## config.mk

```make
export PLATFORM = sky130hd
export DESIGN_NAME = player_controller
export DESIGN_NICKNAME = d
export VERILOG_FILES = /design/src/rtl/player_controller_pkg.sv /design/src/rtl/player_controller_button_debouncer.sv /design/src/rtl/player_controller.sv
export SDC_FILE = /design/constraint.sdc
export NUM_CORES = 1
export LEC_CHECK = 0
export CAP_MARGIN = 10
export CELL_PAD_IN_SITES_DETAIL_PLACEMENT = 1
export CELL_PAD_IN_SITES_GLOBAL_PLACEMENT = 1
export CORE_ASPECT_RATIO = 0.75
export CORE_MARGIN = 4
export CORE_UTILIZATION = 47
export DETAILED_ROUTE_END_ITERATION = 8
export GPL_TIMING_DRIVEN = 0
export PLACE_DENSITY_LB_ADDON = 0.1
export SYNTH_ARGS = -nofsm -noshare
export SYNTH_HDL_FRONTEND = slang
export SYNTH_HIERARCHICAL = 1
export SYNTH_SLANG_ARGS = --single-unit
```

## constraint.sdc

```tcl
create_clock -name clk -period 4 [get_ports clk]
set_clock_uncertainty 0.1 [all_clocks]
set_input_delay 0.8 -clock clk [delete_from_list [all_inputs] [get_ports clk]]
set_output_delay 0.8 -clock clk [all_outputs]
set_load 0.01 [all_outputs]
```

## src/rtl/player_controller_pkg.sv

```systemverilog
// Shared constants for the player controller: screen geometry, sprite and
// projectile sizes, motion steps and the projectile state encoding.
package player_controller_pkg;

    localparam int DISPLAY_H       = 640;
    localparam int PLAYER_WIDTH    = 13;
    localparam int PLAYER_Y_POS    = 440;
    localparam int PLAYER_STEP     = 2;
    localparam int SHOT_HEIGHT     = 4;
    localparam int SHOT_STEP       = 4;

    // Rightmost legal sprite position and the centred start position (313).
    localparam int PLAYER_X_MAX    = DISPLAY_H - PLAYER_WIDTH;
    localparam int PLAYER_X_RESET  = PLAYER_X_MAX / 2;

    // Projectile spawns centred on the sprite, just above it.
    localparam int SHOT_X_OFFSET   = PLAYER_WIDTH / 2;
    localparam int SHOT_Y_START    = PLAYER_Y_POS - SHOT_HEIGHT;

    typedef enum logic {
        SHOT_IDLE   = 1'b0,
        SHOT_FLYING = 1'b1
    } shot_state_t;

endpackage

```

## src/rtl/player_controller_button_debouncer.sv

```systemverilog
// Button debouncer: two-flop synchroniser followed by a stability counter.
// The output only changes after the synchronised input has differed from it
// for DEBOUNCE_CYCLES consecutive clocks; any bounce back restarts the count.
module player_controller_button_debouncer
    import player_controller_pkg::*;
#(
    parameter int DEBOUNCE_CYCLES = 250000
) (
    input  logic clk,
    input  logic rst,
    input  logic btn_raw,
    output logic btn_db
);

    localparam int                CNT_W    = $clog2(DEBOUNCE_CYCLES) + 1;
    localparam logic [CNT_W-1:0]  CNT_LAST = CNT_W'(DEBOUNCE_CYCLES - 1);

    logic [1:0]       sync_q;
    logic [CNT_W-1:0] cnt_q;

    // Bring the asynchronous button into the clk domain.
    always_ff @(posedge clk) begin
        if (rst) begin
            sync_q <= 2'b00;
        end else begin
            sync_q <= {sync_q[0], btn_raw};
        end
    end

    // Accept the new level only once it has been stable long enough.
    always_ff @(posedge clk) begin
        if (rst) begin
            cnt_q  <= '0;
            btn_db <= 1'b0;
        end else if (sync_q[1] == btn_db) begin
            cnt_q  <= '0;
        end else if (cnt_q == CNT_LAST) begin
            cnt_q  <= '0;
            btn_db <= sync_q[1];
        end else begin
            cnt_q  <= cnt_q + 1'b1;
        end
    end

endmodule

```

## src/rtl/player_controller.sv

```systemverilog
// Player controller: debounces the board buttons and, once per frame_tick,
// moves the player sprite and advances the projectile drawn by the renderer.
// Outputs only change on frame_tick / shot_hit / rst edges, so they are
// stable while the renderer samples them.
// Build option: define PLAYER_WRAP_EN to make the sprite wrap around the
// screen edges instead of clamping at them.
module player_controller
    import player_controller_pkg::*;
#(
    parameter int DEBOUNCE_CYCLES = 250000
) (
    input  logic       clk,
    input  logic       rst,
    input  logic       btn_left,
    input  logic       btn_right,
    input  logic       btn_fire,
    input  logic       frame_tick,
    input  logic       shot_hit,
    output logic [9:0] player_x,
    output logic [9:0] player_y,
    output logic       shot_active,
    output logic [9:0] shot_x,
    output logic [9:0] shot_y
);

    localparam logic [10:0] X_MAX_W  = 11'(PLAYER_X_MAX);
    localparam logic [10:0] X_STEP_W = 11'(PLAYER_STEP);

    logic        left_db;
    logic        right_db;
    logic        fire_db;
    logic        fire_prev;
    logic        fire_rise;
    logic        fire_pending;

    shot_state_t state_q;
    shot_state_t state_d;
    logic [9:0]  shot_x_d;
    logic [9:0]  shot_y_d;

    // One step of horizontal motion. Work in 11 bits so the left edge test
    // never underflows and the right edge test never overflows.
    function automatic logic [9:0] next_player_x(input logic [9:0] x,
                                                 input logic       left,
                                                 input logic       right);
        logic [10:0] x_w;
        logic [9:0]  nx;
        x_w = {1'b0, x};
        nx  = x;
        if (left && !right) begin
            if (x_w < X_STEP_W) begin
`ifdef PLAYER_WRAP_EN
                nx = X_MAX_W[9:0];
`else
                nx = 10'd0;
`endif
            end else begin
                nx = 10'(x_w - X_STEP_W);
            end
        end else if (right && !left) begin
            if ((x_w + X_STEP_W) > X_MAX_W) begin
`ifdef PLAYER_WRAP_EN
                nx = 10'd0;
`else
                nx = X_MAX_W[9:0];
`endif
            end else begin
                nx = 10'(x_w + X_STEP_W);
            end
        end
        return nx;
    endfunction

    player_controller_button_debouncer #(
        .DEBOUNCE_CYCLES(DEBOUNCE_CYCLES)
    ) u_db_left (
        .clk    (clk),
        .rst    (rst),
        .btn_raw(btn_left),
        .btn_db (left_db)
    );

    player_controller_button_debouncer #(
        .DEBOUNCE_CYCLES(DEBOUNCE_CYCLES)
    ) u_db_right (
        .clk    (clk),
        .rst    (rst),
        .btn_raw(btn_right),
        .btn_db (right_db)
    );

    player_controller_button_debouncer #(
        .DEBOUNCE_CYCLES(DEBOUNCE_CYCLES)
    ) u_db_fire (
        .clk    (clk),
        .rst    (rst),
        .btn_raw(btn_fire),
        .btn_db (fire_db)
    );

    assign fire_rise   = fire_db && !fire_prev;
    assign player_y    = 10'(PLAYER_Y_POS);
    assign shot_active = (state_q == SHOT_FLYING);

    // Remember the previous debounced fire level for edge detection.
    always_ff @(posedge clk) begin
        if (rst) begin
            fire_prev <= 1'b0;
        end else begin
            fire_prev <= fire_db;
        end
    end

    // A fire press is latched until the next frame; any frame_tick that
    // launches a shot or finds one already flying discards it, so presses
    // are never queued behind an active projectile.
    always_ff @(posedge clk) begin
        if (rst) begin
            fire_pending <= 1'b0;
        end else if (frame_tick && (state_q == SHOT_FLYING || fire_pending)) begin
            fire_pending <= 1'b0;
        end else if (fire_rise) begin
            fire_pending <= 1'b1;
        end
    end

    // Move the sprite once per frame according to the held direction.
    always_ff @(posedge clk) begin
        if (rst) begin
            player_x <= 10'(PLAYER_X_RESET);
        end else if (frame_tick) begin
            player_x <= next_player_x(player_x, left_db, right_db);
        end
    end

    // Projectile state and position register.
    always_ff @(posedge clk) begin
        if (rst) begin
            state_q <= SHOT_IDLE;
            shot_x  <= 10'd0;
            shot_y  <= 10'd0;
        end else begin
            state_q <= state_d;
            shot_x  <= shot_x_d;
            shot_y  <= shot_y_d;
        end
    end

    // Projectile next state: launch from the pre-move sprite position, rise
    // each frame, vanish off the top edge or on a hit (hit wins over tick).
    always_comb begin
        state_d  = state_q;
        shot_x_d = shot_x;
        shot_y_d = shot_y;
        case (state_q)
            SHOT_IDLE: begin
                if (frame_tick && fire_pending) begin
                    state_d  = SHOT_FLYING;
                    shot_x_d = player_x + 10'(SHOT_X_OFFSET);
                    shot_y_d = 10'(SHOT_Y_START);
                end
            end
            SHOT_FLYING: begin
                if (shot_hit) begin
                    state_d = SHOT_IDLE;
                end else if (frame_tick) begin
                    if (shot_y < 10'(SHOT_STEP)) begin
                        state_d = SHOT_IDLE;
                    end else begin
                        shot_y_d = shot_y - 10'(SHOT_STEP);
                    end
                end
            end
            default: begin
                state_d = SHOT_IDLE;
            end
        endcase
    end

endmodule

```

==> impl_metrics.py, run 1 <==
metrics = {
    "pwr": {
        "peakVddDrop_uv": 209,
        "cellPowerDensity_nw_per_um2": 323,
        "leakagePower_uw": 0.00185,
    },
    "synth": {
        "ys_seq_area_share_pct": 39.1,
        "yosysMostFrequentCell": "dfxtp_1",
        "syn_area_um2": 4970,
        "synth_area_per_cell_um2": 8.42,
        "synth_async_sr_flop_share_pct": 0,
        "syn_inst": 590,
        "synth_edf_count": 0,
        "synth_top_area_share_pct": 39.1,
        "yosys.area.top_type": "dfxtp_1",
        "synth_flop_cell": "dfxtp_1",
        "synth_common_cells": "dfxtp_1 (97), nor2_1 (75), xnor2_1 (41)",
        "synth_area_leaders": "dfxtp_1 (39%), xnor2_1 (7.2%), nor2_1 (5.7%)",
        "synth_cell_types": 61,
        "ys_warn_count": 6,
        "ys_ff_latch": 97,
    },
    "final_layout": {
        "drive_gt1_share_pct": 8.77,
        "area_growth_pct": 17.0,
        "fill_cells": 1244,
        "multi_input_area_um2": 2720,
        "antenna_cells": 0,
        "final_nets": 660,
        "fin_area_um2": 5810,
        "fin_cells": 786,
        "register_area_um2": 1940,
    },
    "grt": {
        "grtUsageTotal_pct": 21.2,
        "grt_max_degree": 22,
        "first_global_vias": 4571,
        "grt_pass1_wl_mm": 22.1,
        "grt_antenna_before_repair": 0,
        "overflow": 0,
    },
    "detailed_routing": {
        "wl_per_cell_um": 16.3,
        "drt-pass1-iter-count": 4,
        "drc": 0,
        "routed_via_density": 5.64,
        "first_iter_violations": 228,
        "drtAntennaViolNets": 0,
        "totalWireLength_mm": 12.8,
        "vias": 4432,
    },
    "placement": {
        "placed_cells": 771,
        "gp_congestion": 0.886,
        "placed_area_um2": 5530,
        "port-buffer-count": 35,
        "hpwl_mm": 9.29,
    },
    "cts": {
        "cts_hold_buf": 0,
        "cts_root_buffer": "clkbuf_16",
        "cts_sinks": 97,
        "clock_path_buffers": 2,
        "clk_latency_ns": 0.34,
        "cts_tree": "built",
        "post-cts-setup-buffers": 0,
        "ctsHtreeMaxLevel": 3,
        "clkTransAtPathRegs_ns": 0.07,
        "cts_made_buffers": 9,
        "cts_resized": 0,
    },
    "critical_path": {
        "cp.required_ns": 4.10,
        "cpPeakStageDelay_ns": 0.67,
        "crit_path_start_kind": "register",
        "crit_fanout": 9,
        "crit_arrival_ns": 2.86,
        "criticalPathCategory": "reg -> reg",
        "cp_slowest_cell": "a31oi_1",
        "end_kind": "register",
        "worstPathCellList": "ha_1 > buf_2 > inv_1 > o21ai_0 > a32o_1 > a41oi_1 > a31oi_1 > o41ai_2",
    },
    "floorplan": {
        "die_y_um": 97.0,
        "row_count": 32,
        "core-area_um2": 10300,
        "ios": 48,
        "initial_core_util_pct": 48.3,
        "die-area_um2": 12300,
        "die_w_um": 127,
    },
    "sta": {
        "drv_slew": 0,
        "finalSetupViolations": 0,
        "fin_crit_ns": 2.76,
        "relSlewSlack_pct": 41.1,
        "fmax_ghz": 0.362,
        "worst_pin_slew_ns": 0.881,
        "grt_setup_unrepaired": "false",
        "period_share_pct": 69.1,
        "setup_tns_ns": 0,
        "hold_violations": 0,
    },
    "min_path": {
        "hp-class": "reg -> reg",
    },
    "outcome": {
        "status": "finished, final reports clean",
    },
    "run": {
        "maxCapViolCount": 0,
    },
}
[state kept, by name, summed over array words and instances (netlist names)]
signal             count
u_db_fire/cnt_q       19
shot_active            1
u_db_fire/sync_q       2
u_db_left/btn_db       1
u_db_fire/btn_db       1
u_db_left/sync_q       2
shot_y                 8
player_x              10
u_db_right/sync_q      2
shot_x                10
u_db_left/cnt_q       19
u_db_right/btn_db      1
fire_pending           1
fire_prev              1
u_db_right/cnt_q      19
[through the flow]
stage | setup slack, ns | hold slack (ns) | total power, uW | util [%]
floorplan | 1.83 | 0.314 | 1030 | -
global placement | 1.01 | 0.319 | 1050 | 53.7
detailed placement | 0.951 | 0.328 | 1050 | 53.7
CTS | 1.30 | 0.351 | 1900 | 56.5
global route | 1.06 | 0.368 | 1950 | 56.5
finish | 1.24 | 0.346 | 1880 | 56.5
[kinds of logic (layout without fill, tap and decap cells)]
logic type | count (synthesis) | count (layout) | synth area share, %
compound gates | 110 | 110 | 15.1
xor+xnor | 56 | 56 | 9.87
fa+ha+maj | 7 | 7 | 1.76
buf+inv | 71 | 121 | 6.90
flops | 97 | 97 | 39.1
other cells | 2 | 12 | 0.151
simple gates | 247 | 247 | 27.1
[metal layers]
metal	wire length [um]	GRT usage, %	vias up	part of all wire (%)
met5	0	0	-	0
li1	-	-	2176	-
met3	566	4.47	10	4.4
met4	78	3.79	0	0.61
met2	6050	35.2	91	47
met1	6150	28.7	2155	48
[report_power, final]
group          internal [uW]  switching [uW]
Sequential               971            4.11
Clock                    482             364
Combinational           24.5            34.5
[cell usage in the layout, fill, tap and decap left out, types with 4 or more instances in the layout]
cell type	n
a211oi_1	7
a21oi_1	31
and3_1	4
buf_2	10
buf_4	13
clkbuf_1	15
clkbuf_16	9
clkdlybuf4s50_1	35
conb_1	12
dfxtp_1	97
ha_1	7
inv_1	30
nand2_1	29
nand3_1	20
nand3b_1	5
nand4_1	12
nor2_1	75
nor2b_1	15
nor3_1	20
nor3b_1	6
nor4_1	10
nor4b_1	4
o21ai_0	19
o21ai_1	4
o31ai_1	15
o41ai_1	4
or3_1	8
or4_1	12
xnor2_1	41
xor2_1	15
[cell type report]
class | instances | share of cell area, %
plain buffers | 41 | 3.96
clock buffers | 10 | 3.94
clock inverters | 5 | 0.969
inverters | 30 | 1.94
multi-input cells | 432 | 46.8
flip-flops and latches | 97 | 33.4
well taps | 136 | 2.93
repair buffers | 35 | 6.03
[critical path, delay by kind of cell (launching register included)]
family / cells / cell delay (ns)
AO/OA/AOI/OAI: 5 / 1.41
flip-flops: 1 / 0.53
buffers and inverters: 2 / 0.36
adder cells (fa/ha/maj): 1 / 0.22
[worst paths after layout]
kind                                           from             endpoint  slack [ns]  cells past startpoint
worst max-delay path                    player_x[2]          player_x[8]        1.24                      8
worst min-delay path            u_db_left/sync_q[0]  u_db_left/sync_q[1]        0.35                      1
worst max register to register          player_x[2]          player_x[8]        1.24                      8
worst min register to register  u_db_left/sync_q[0]  u_db_left/sync_q[1]        0.35                      1
Note: power is estimated with default switching activity, not from simulation.
==> run 2: changes to the inputs <==
Settings changed: CORE_UTILIZATION 47 to 43.
Clock period 4 ns to 2.6 ns, I/O delays scaled along.
==> impl_metrics.py, run 2 (same netlist as run 1, synthesis figures left out) <==
metrics = {
    "final_layout": {
        "area_growth_pct": 17.2,
        "drive_gt1_share_pct": 9.22,
        "final_cell_mix": "dfxtp_1 (96), nor2_1 (75), xnor2_1 (41), clkdlybuf4s50_1 (34), a21oi_1 (31)",
        "final_nets": 660,
        "final_common_cell": "dfxtp_1",
        "top_regs": "u_db_fire/cnt_q x19, u_db_left/cnt_q x19, u_db_right/cnt_q x19",
        "fin_area_um2": 5820,
        "antenna_cells": 0,
    },
    "floorplan": {
        "initial_core_util_pct": 44.7,
        "core-area_um2": 11100,
        "die_w_um": 132,
        "die_y_um": 101,
        "ios": 48,
        "row_count": 33,
        "die-area_um2": 13400,
    },
    "cts": {
        "cts_root_buffer": "clkbuf_16",
        "clock_path_buffers": 2,
        "cts_sinks": 97,
        "ctsHtreeMaxLevel": 3,
        "cts_tree": "built",
        "post-cts-setup-buffers": 0,
        "cts_made_buffers": 9,
        "clkTransAtPathRegs_ns": 0.06,
        "clk_latency_ns": 0.34,
        "cts_hold_buf": 0,
    },
    "detailed_routing": {
        "wl_per_cell_um": 15.9,
        "drc": 0,
        "drt-pass1-iter-count": 5,
        "first_iter_violations": 182,
        "drtAntennaViolNets": 0,
        "totalWireLength_mm": 12.6,
        "routed_via_density": 5.56,
        "vias": 4395,
    },
    "placement": {
        "port-buffer-count": 35,
        "preCtsSetupSlack_ns": -0.305,
        "hpwl_mm": 9.10,
        "placed_area_um2": 5530,
        "gp_congestion": 0.891,
    },
    "sta": {
        "drv_slew": 0,
        "period_share_pct": 94.1,
        "finalSetupViolations": 0,
        "hold_violations": 0,
        "relSlewSlack_pct": 33.9,
        "fmax_ghz": 0.409,
        "setup_ws_ns": 0.153,
        "fin_crit_ns": 2.45,
        "worst_pin_slew_ns": 0.989,
        "grt_setup_unrepaired": "false",
    },
    "critical_path": {
        "criticalPathCategory": "reg -> reg",
        "r2r_slack_ns": 0.15,
        "cp_slowest_cell": "a41oi_1",
        "crit_fanout": 10,
        "cp.required_ns": 2.68,
        "worstPathCellList": "buf_2 > inv_1 > ha_1 > a211o_1 > a41oi_1 > nor3b_1 > o41ai_1",
        "path_buf_inv": 2,
        "critPathTopFamily": "compound AO/OA/AOI/OAI gates",
        "crit_path_start_kind": "register",
        "r2r-start": "player_x[1]",
        "crit_arrival_ns": 2.53,
        "regToRegEndpoint": "player_x[6]",
        "cp_num_cells": 7,
        "cpPeakStageDelay_ns": 0.41,
        "end_kind": "register",
        "startpoint": "player_x[1]",
        "ff2ff_path_depth": 7,
    },
    "min_path": {
        "worstHoldEndpoint": "u_db_right/sync_q[1]",
        "holdPathStages": 1,
        "min_from": "u_db_right/sync_q[0]",
        "hp-class": "reg -> reg",
    },
    "grt": {
        "overflow": 0,
        "grtUsageTotal_pct": 19.3,
        "grt_antenna_before_repair": 0,
        "grt_max_degree": 22,
        "grt_pass1_wl_mm": 21.4,
        "first_global_vias": 4432,
    },
    "outcome": {
        "status": "finished, final reports clean",
    },
    "run": {
        "maxCapViolCount": 0,
    },
    "pwr": {
        "total_power_uw": 2800,
        "peakVddDrop_uv": 337,
        "leakagePower_uw": 0.00185,
        "cellPowerDensity_nw_per_um2": 481,
    },
}
[run 2: timing repair]
| action | in CTS | in global routing |
|---|---|---|
| endpoints found under the setup margin | 6 | 29 |
| gates resized for setup | 1 | 4 |
| pin swaps | 0 | 0 |
[run 2: cell type report]
type,count,area (um^2)
well taps,140,175
repair buffers,35,353
inverters,30,113
clock inverters,5,31.3
flip-flops and latches,97,1940
plain buffers,41,230
multi-input cells,432,2740
fillers,1343,5290
clock buffers,11,233
[run 2: metal layers]
| layer | vias up | share of wire, % | GRT usage (%) |
|---|---|---|---|
| li1 | 2165 | - | - |
| met1 | 2118 | 48 | 25.8 |
| met2 | 97 | 45 | 31.6 |
| met3 | 15 | 5.0 | 4.39 |
| met4 | 0 | 1.5 | 5.25 |
| met5 | - | 0 | 0 |
[run 2: stage by stage]
stage	TNS [ns]	hold WS, ns	instances	util, %
detailed placement	-8.72	0.350	775	49.8
floorplan	0	0.314	600	-
CTS	0	0.359	791	52.2
finish	0	0.357	791	52.4
global placement	-5.15	0.324	775	49.8
global route	0	0.366	791	52.4
[run 2: worst register-to-register path, delay by kind of cell (launching register included)]
kind	cells	cell delay (ns)
adder cells (fa/ha/maj)	1	0.39
AND/OR/NAND/NOR	1	0.35
flip-flops	1	0.35
buffers and inverters	2	0.31
AO/OA/AOI/OAI	3	0.79
[run 2: worst max-delay path by stage]
stage | end | slack, ns
floorplan | player_x[1] | 0.43
global placement | u_db_fire/cnt_q[4] | -0.20
detailed placement | u_db_fire/cnt_q[5] | -0.31
CTS | u_db_fire/cnt_q[5] | 0.05
global route | player_x[6] | 0.007
finish | player_x[6] | 0.15
[run 2: power breakdown]
part | total (uW) | leakage [uW] | switching, uW | internal (uW)
clock network | 1210 | 0.000130 | 561 | 648
logic | 90.9 | 0.000940 | 53.4 | 37.5
registers | 1500 | 0.000783 | 6.56 | 1490
==> run 3: changes to the inputs <==
Settings changed: CORE_MARGIN 4 to default.
==> impl_metrics.py, run 3 (same netlist as run 1, synthesis figures left out) <==
metrics = {
    "detailed_routing": {
        "dr_wl_met2_mm": 5.68,
        "wirelength_met1_mm": 6.07,
        "drt-pass1-iter-count": 4,
        "routed_via_density": 5.51,
        "routed-wl-met3_um": 396,
        "highest_layer": "met4",
        "drc": 0,
        "vias": 4357,
        "wl_per_cell_um": 15.5,
        "drtAntennaViolNets": 0,
        "first_iter_violations": 164,
        "totalWireLength_mm": 12.3,
    },
    "pwr": {
        "cellPowerDensity_nw_per_um2": 499,
        "total_power_uw": 2910,
        "peakVddDrop_uv": 350,
        "leakagePower_uw": 0.00185,
    },
    "critical_path": {
        "ff2ff_path_depth": 7,
        "r2r_slack_ns": 0.15,
        "end_kind": "register",
        "startpoint": "player_x[1]",
        "criticalPathCategory": "reg -> reg",
        "r2r-start": "player_x[1]",
        "regToRegEndpoint": "player_x[4]",
        "crit_arrival_ns": 2.58,
        "crit_fanout": 10,
        "cp.required_ns": 2.73,
        "crit_path_start_kind": "register",
        "cp-endpoint": "player_x[4]",
    },
    "final_layout": {
        "antenna_cells": 0,
        "final_nets": 660,
        "top_regs": "u_db_fire/cnt_q x19, u_db_left/cnt_q x19, u_db_right/cnt_q x19",
        "area_growth_pct": 17.4,
        "drive_gt1_share_pct": 9.06,
        "fin_cells": 791,
        "final_common_cell": "dfxtp_1",
        "final_cell_mix": "dfxtp_1 (96), nor2_1 (75), xnor2_1 (41), clkdlybuf4s50_1 (35), a21oi_1 (31)",
    },
    "sta": {
        "grt_setup_unrepaired": "false",
        "hold_violations": 0,
        "worst_pin_slew_ns": 0.783,
        "period_share_pct": 94.2,
        "fin_crit_ns": 2.45,
        "drv_slew": 0,
        "relSlewSlack_pct": 47.6,
        "setup_ws_ns": 0.150,
        "finalSetupViolations": 0,
        "setup_tns_ns": 0,
        "fmax_ghz": 0.408,
    },
    "cts": {
        "cts_tree": "built",
        "cts_resized": 1,
        "post-cts-setup-buffers": 0,
        "ctsHtreeMaxLevel": 3,
        "cts_made_buffers": 9,
        "clk_latency_ns": 0.34,
        "clock_path_buffers": 2,
        "cts_hold_buf": 0,
        "cts_sinks": 97,
        "cts_root_buffer": "clkbuf_16",
        "clkTransAtPathRegs_ns": 0.07,
    },
    "placement": {
        "preCtsSetupSlack_ns": -0.148,
        "gp_congestion": 0.866,
        "placed_cells": 775,
        "hpwl_mm": 9.08,
        "port-buffer-count": 35,
    },
    "floorplan": {
        "die_y_um": 95.1,
        "core-area_um2": 11100,
        "row_count": 33,
        "die_w_um": 126,
        "ios": 48,
        "initial_core_util_pct": 44.9,
        "die-area_um2": 12000,
    },
    "grt": {
        "grt_pass1_wl_mm": 21.1,
        "first_global_vias": 4322,
        "grt_antenna_before_repair": 0,
        "grt_max_degree": 22,
        "grtUsageTotal_pct": 22.0,
        "overflow": 0,
    },
    "min_path": {
        "min_from": "u_db_fire/sync_q[0]",
        "hp-class": "reg -> reg",
    },
    "run": {
        "maxCapViolCount": 0,
    },
    "outcome": {
        "status": "finished, final reports clean",
    },
}
## run 3: cell type report
type | instances | area [um^2]
Sequential cell | 97 | 1940
Timing Repair Buffer | 35 | 350
Buffer | 41 | 230
Clock buffer | 12 | 236
Tap cell | 140 | 175
Multi-Input combinational cell | 432 | 2730
Fill cell | 1330 | 5240
Clock inverter | 4 | 51.3
Inverter | 30 | 113
## run 3: how the worst min path moves through the flow
| stage | endpoint | slack (ns) | cells after the start |
|---|---|---|---|
| after floorplan | u_db_fire/sync_q[1] | 0.31 | 1 |
| after global placement | u_db_left/sync_q[1] | 0.32 | 1 |
| after detailed placement | u_db_fire/sync_q[1] | 0.32 | 1 |
| after CTS | u_db_fire/sync_q[1] | 0.34 | 1 |
| after global routing | u_db_right/sync_q[1] | 0.37 | 1 |
| final | u_db_fire/sync_q[1] | 0.34 | 1 |
## run 3: per-stage QoR
step / hold WS [ns] / cell area [um^2] / utilization (%)
global route: 0.366 / 5830 / 52.7
CTS: 0.340 / 5820 / 52.6
global placement: 0.317 / 5530 / 50.0
detailed placement: 0.325 / 5530 / 50.0
floorplan: 0.314 / 5000 / -
finish: 0.344 / 5830 / 52.7
## run 3: critical path, cell delays in order, from the launching register on
cell,delay [ns]
dfxtp_1,0.34
buf_2,0.19
nor2_1,0.44
nand4b_1,0.30
nand2_1,0.33
o22ai_1,0.12
a22o_1,0.25
a211o_1,0.26
## run 3: per-layer routing
| metal | vias up | track usage [%] |
|---|---|---|
| met5 | - | 0 |
| met4 | 0 | 6.02 |
| met3 | 11 | 3.87 |
| met2 | 69 | 37.3 |
| met1 | 2099 | 29.0 |
| li1 | 2178 | - |
## run 3: where the power goes
group	internal (uW)	switching, uW	total, uW	leakage (uW)
Combinational	37.6	51.2	88.8	0.000930
Sequential	1490	5.93	1500	0.000783
Clock	749	570	1320	0.000137
